==> src/rtl/seq_operand_mux.sv <==
// seq_operand_mux
//   Registered N-channel operand selector for the matrix multiplier datapath.
//   Direct mode (mode=0): every cycle in IDLE loads the channel chosen by sel.
//   Scan mode (mode=1): a start pulse streams channels 0..last_idx to the MAC
//   stage over a valid/ready handshake. A beat holds while out_ready is low,
//   and done pulses once after the final handshake.
//
// Ports
//   clk, rst_n    rising-edge clock, asynchronous active-low reset
//   in_bus        N flattened channels; channel i = in_bus[i*WIDTH +: WIDTH]
//   mode          0 = direct, 1 = scan (sampled only in IDLE)
//   sel           direct-mode channel index
//   start         begins a scan when in IDLE with mode=1
//   last_idx      final scan channel, sampled together with start
//   out_data      registered selected channel
//   out_idx       index of the channel currently in out_data
//   out_valid     out_data/out_idx valid
//   out_ready     consumer accepts the current beat (scan mode only)
//   busy          high while a scan is in progress
//   done          one-cycle pulse after the final scan handshake
//   err           one-cycle pulse on an out-of-range sel or last_idx
//
// Parameters: WIDTH data bits, N channels (2..256), SEL_W with 2**SEL_W >= N.
module seq_operand_mux #(
  parameter int WIDTH = 16,
  parameter int N     = 16,
  parameter int SEL_W = 4
) (
  input  logic               clk,
  input  logic               rst_n,
  input  logic [N*WIDTH-1:0] in_bus,
  input  logic               mode,
  input  logic [SEL_W-1:0]   sel,
  input  logic               start,
  input  logic [SEL_W-1:0]   last_idx,
  output logic [WIDTH-1:0]   out_data,
  output logic [SEL_W-1:0]   out_idx,
  output logic               out_valid,
  input  logic               out_ready,
  output logic               busy,
  output logic               done,
  output logic               err
);

  typedef enum logic {IDLE, SCAN} state_t;

  localparam int DEPTH = 1 << SEL_W;
  // N is compared in SEL_W+1 bits so that N == 2**SEL_W still fits.
  localparam logic [SEL_W:0] N_EXT = (SEL_W + 1)'(N);

  state_t           state;
  logic [SEL_W-1:0] last_q;

  // The channel table is padded out to the full index range so that any
  // SEL_W-bit index addresses a defined entry. Padding entries are never
  // loaded because illegal indices are rejected first.
  logic [WIDTH-1:0] ch [DEPTH];

  for (genvar i = 0; i < DEPTH; i++) begin : g_ch
    if (i < N) begin : g_real
      assign ch[i] = in_bus[i*WIDTH +: WIDTH];
    end else begin : g_pad
      assign ch[i] = '0;
    end
  end

  logic             sel_ok;
  logic             last_ok;
  logic [SEL_W-1:0] next_idx;

  always_comb begin
    sel_ok   = {1'b0, sel} < N_EXT;
    last_ok  = {1'b0, last_idx} < N_EXT;
    next_idx = out_idx + 1'b1;
  end

  // NOTE: all state below is updated with non-blocking assignments, so every
  // read in this block sees the value from before the clock edge.
  always_ff @(posedge clk or negedge rst_n) begin
    if (!rst_n) begin
      state     <= IDLE;
      last_q    <= '0;
      out_data  <= '0;
      out_idx   <= '0;
      out_valid <= 1'b0;
      busy      <= 1'b0;
      done      <= 1'b0;
      err       <= 1'b0;
    end else begin
      // done and err are single-cycle pulses.
      done <= 1'b0;
      err  <= 1'b0;

      unique case (state)
        IDLE: begin
          if (!mode) begin
            if (sel_ok) begin
              out_data  <= ch[sel];
              out_idx   <= sel;
              out_valid <= 1'b1;
            end else begin
              out_data  <= '0;
              out_valid <= 1'b0;
              err       <= 1'b1;
            end
          end else if (start) begin
            out_valid <= 1'b0;
            if (!last_ok) begin
              err <= 1'b1;
            end else begin
              last_q    <= last_idx;
              out_data  <= ch[0];
              out_idx   <= '0;
              out_valid <= 1'b1;
              busy      <= 1'b1;
              state     <= SCAN;
            end
          end else begin
            out_valid <= 1'b0;
          end
        end

        SCAN: begin
          // Without a handshake nothing is reloaded, so a stalled beat keeps
          // the data it captured even if in_bus changes underneath it.
          if (out_valid && out_ready) begin
            if (out_idx == last_q) begin
              out_valid <= 1'b0;
              busy      <= 1'b0;
              done      <= 1'b1;
              state     <= IDLE;
            end else begin
              out_idx  <= next_idx;
              out_data <= ch[next_idx];
            end
          end
        end

        default: state <= IDLE;
      endcase
    end
  end

endmodule

==> config.mk <==
export PLATFORM = sky130hd
export DESIGN_NAME = seq_operand_mux
export DESIGN_NICKNAME = d
export VERILOG_FILES = /design/src/rtl/seq_operand_mux.sv
export SDC_FILE = /design/constraint.sdc
export NUM_CORES = 1
export LEC_CHECK = 0
export BUFFER_PORTS_ARGS = -buffer_cell sky130_fd_sc_hd__buf_4
export CELL_PAD_IN_SITES_DETAIL_PLACEMENT = 2
export CELL_PAD_IN_SITES_GLOBAL_PLACEMENT = 2
export CORE_MARGIN = 2
export CORE_UTILIZATION = 23
export DETAILED_ROUTE_END_ITERATION = 10
export HOLD_SLACK_MARGIN = 0.06
export PLACE_DENSITY = 0.84
export SETUP_SLACK_MARGIN = 0.2
export SYNTH_ARGS = -nofsm -noshare
export SYNTH_HDL_FRONTEND = slang
export SYNTH_SLANG_ARGS = --single-unit
==> constraint.sdc <==
create_clock -name clk -period 1.9 [get_ports clk]
set_input_delay 0.095 -clock clk [delete_from_list [all_inputs] [get_ports clk]]
set_output_delay 0.095 -clock clk [all_outputs]
set_load 0.03 [all_outputs]
==> implementation parameters <==
Parameter                              Value

GRT
  Vias in the first global route ... 8520
  Gr usage total ... 0.251
  Largest net degree at the start of global routing ... 33
  First-pass GRT wire length ... 51000 um
  Number of antenna violations at the first check in global routing ... 0
  Total global routing overflow ... 0

Outcome
  Outcome ... complete, but fails checks
  Violations in the final reports ... setup timing

Timing
  RSZ-0062 raised after global routing ... true
  Final Max Slew Viols ... 0
  Final number of setup-violating endpoints ... 18
  Final hold viol count ... 0
  Fin crit period ... 2.10 ns
  Setup skew after layout ... 0.00671 ns
  Share of the clock period used by the worst path ... 1.11
  Max frequency ... 476 MHz
  Setup slack after layout ... -0.200 ns

Hold path
  Hold Path Stages ... 4
  Type of the tightest min-delay check ... in2reg
  Startpoint of the most critical hold path ... out_ready
  Hold Path Sink ... state

Yosys
  Count of unique library cells instantiated by Yosys ... 39
  Sequential cell area fraction in the yosys report ... 0.120
  Synth async-reset ratio ... 1.00
  Yosys top cell area share ... 0.330
  Syn avg cell area ... 8.04 um^2
  Area contributors post-synth ... sky130_fd_sc_hd__mux2i_1 33%, sky130_fd_sc_hd__mux2_2 13%, sky130_fd_sc_hd__dfrtp_1 12%, sky130_fd_sc_hd__nand3_1 8.4%, sky130_fd_sc_hd__a22oi_1 4.3%
  Cells after synthesis ... 725
  Post-synth EDFFs ... 0
  Yosys top cell by area ... sky130_fd_sc_hd__mux2i_1
  Synth Register Bits ... 28
  Post-synth top flop ... sky130_fd_sc_hd__dfrtp_1
  Synthesized net count ... 995
  Mapped cell area ... 5830 um^2
  Number of warnings issued by yosys ... 0

Floorplanning
  Effective utilization at floorplan ... 0.233
  Horizontal die dimension ... 163 um
  Number of top-level design ports ... 293
  Core region area ... 25000 um^2
  FP Rows ... 58
  Die Ht ... 163 um
  Full die area ... 26600 um^2

Place
  Detailed placement HPWL ... 26500 um
  I/O Buffers ... 291
  # placed instances ... 1328
  RD Place Congestion ... 0.819

Power
  Net switching power ... 8.39 mW
  Maximum vdd ir drop ... 0.815 mV
  Part of the total power dissipated in sequential elements ... 0.072
  Clk pwr share ... 0.038
  Cell-internal power ... 9.28 mW
  Combinational fraction of design power ... 0.890
  Power Total ... 17.7 mW
  PD cells ... 1800 nW/um^2
  Leakage power ... 4.51 nW
  Net switching share of the total power ... 0.475

Route
  Ratio of routed vias to standard cells ... 5.58
  Routed wire length ... 35600 um
  Antenna-violating nets left ... 0
  Count of routing violations after the opening detailed-route iteration ... 341
  Number of detailed-routing iterations run before antenna repair ... 5
  Post-detailed-route DRC marker count ... 0
  Total via count after detailed routing ... 7594
  Average routed wire per standard cell ... 26.2 um

Cells and area
  Net total in the final layout ... 1302
  Commonest non-fill, non-tap cell in the layout ... sky130_fd_sc_hd__buf_4
  Filler cell count in the final layout ... 2772
  # diodes ... 0
  Layout Area Growth over Synthesis ... 68.4%
  Proportion of layout cells with a drive suffix above 1 ... 0.494
  Top library cells by usage in the layout, fill and taps aside ... 326 x sky130_fd_sc_hd__buf_4, 186 x sky130_fd_sc_hd__mux2i_1, 97 x sky130_fd_sc_hd__nand3_1
  Final standard cell count with taps included and fillers excluded ... 1361

Clock network
  CTS tree ... yes
  Maximum clock insertion buffer count ... 2
  Clock Sink Count ... 28
  H-tree levels ... 1
  Clock-pin slew of the registers on the worst-case setup and hold paths ... 0.08 ns
  Clock insertion delay at the later pin of the skew report ... 0.28 ns
  Clock tree root driver cell ... sky130_fd_sc_hd__clkbuf_16
  Number of CTS-inserted buffers ... 3

Setup path
  Critical register-to-register path startpoint ... out_idx[1]
  Worst setup EP type ... register
  WP data required ... 2.06 ns
  Maximum fanout along the worst path ... 7
  Flop-to-flop setup slack ... -0.20 ns
  Critical Path Max Stage Delay ... 0.44 ns
  Number of cells on the worst reg-to-reg path ... 8
  Cells traversed along the worst timing path ... ha_4, buf_12, buf_6, mux2i_1, nand3_1, nand4_1, o32ai_1, o22a_1
  CP startpoint kind ... register
  Crit path DAT ... 2.26 ns
  Critical path class ... reg2reg
  Critical path's slowest cell ... sky130_fd_sc_hd__dfrtp_2
  Worst flop-to-flop path endpoint ... out_data[1]

Flow run
  Max Cap Violations ... 0
==> worst max-delay path: cells and delay by family, from the launching register on <==
kind	cells	cell delay [ns]
compound gates	2	0.32
fa+ha+maj	1	0.35
buf+inv	2	0.33
flops	1	0.44
mux	1	0.25
simple gates	2	0.28
==> layer usage <==
metal / share of wire / track usage / up-vias
met1: 0.39 / 0.290 / 3832
met4: 0.031 / 0.0772 / 0
met3: 0.057 / 0.0368 / 51
met2: 0.53 / 0.472 / 300
met5: 0 / 0 / -
li1: - / - / 3411
==> area by class of cell <==
cell class | count | area [um^2] | area share
Multi-Input combinational cell | 615 | 5150 | 0.525
Clock buffer | 3 | 75.1 | 0.00765
Timing Repair Buffer | 380 | 3420 | 0.348
Sequential cell | 28 | 707 | 0.0720
Clock inverter | 1 | 30.0 | 0.00306
Tap cell | 330 | 413 | 0.0421
Inverter | 4 | 15.0 | 0.00153
==> what timing repair did <==
item                                   CTS  global route
pin swaps                               13            22
setup endpoints to repair               20            23
hold buffers                             5             0
buffers inserted                        13             3
gates cloned                             4             4
resized for setup                       38            56
endpoints found under the hold margin   32             0
==> state kept, by name, summed over array words and instances (netlist names) <==
| name | count |
|---|---|
| state | 1 |
| out_valid | 1 |
| done | 1 |
| last_q | 4 |
| out_idx | 4 |
| out_data | 16 |
| busy | 1 |
==> Yosys cell counts, drive strengths merged, types with 2 or more instances <==
library cell  instances
a21oi                39
a22oi                33
buf                  39
clkbuf               39
dfrtp                28
inv                   4
mux2                 68
mux2i               192
nand2                58
nand3                99
nand4                32
nor2                  5
nor2b                 3
nor3b                 2
o22a                 16
o22ai                32
o32ai                16
xnor2                 2
xor2                  5
==> cells by family after synthesis <==
logic type                 Yosys count  share of synthesized area
adders and majority gates            1                    0.00215
buffers and inverters               82                     0.0627
AOI/OAI and AO/OA                  140                      0.163
and+or+nand+nor                    206                      0.177
xor gates and xnor gates             7                     0.0131
DFF                                 28                      0.120
muxes                              260                      0.461
other                                1                   0.000643
==> how the worst max path moves through the flow <==
stage,start,depth (start not counted),endpoint,slack (ns)
floorplan,out_idx[1],9,out_data[6],-0.02
global placement,out_idx[1],7,out_data[3],-0.09
detailed placement,out_idx[1],7,out_data[13],-0.14
CTS,out_idx[0],8,out_data[7],-0.11
global route,out_idx[0],8,out_data[1],-0.27
finish,out_idx[1],8,out_data[1],-0.20
==> metrics by stage <==
step | TNS (ns) | hold WS, ns | utilization | worst slack [ns] | instance area [um^2]
finish | -1.64 | 0.139 | 0.392 | -0.200 | 9810
global route | -2.94 | 0.166 | 0.392 | -0.272 | 9810
CTS | -1.10 | 0.136 | 0.375 | -0.107 | 9400
detailed placement | -1.57 | 0.0592 | 0.354 | -0.142 | 8860
global placement | -0.712 | 0.0506 | 0.354 | -0.0903 | 8860
floorplan | -0.123 | -0.201 | - | -0.0166 | 5940
==> power groups by stage <==
stage | Clock (mW) | Combinational (mW) | Sequential, mW
3_5_place_dp | 0 | 12.5 | 1.23
2_1_floorplan | 0 | 7.65 | 1.57
3_3_place_gp | 0 | 12.1 | 1.22
6_report | 0.670 | 15.7 | 1.27
5_1_grt | 0.703 | 16.6 | 1.30
4_1_cts | 0.685 | 14.0 | 1.24
No activity file was read; power rests on OpenSTA's default activity.
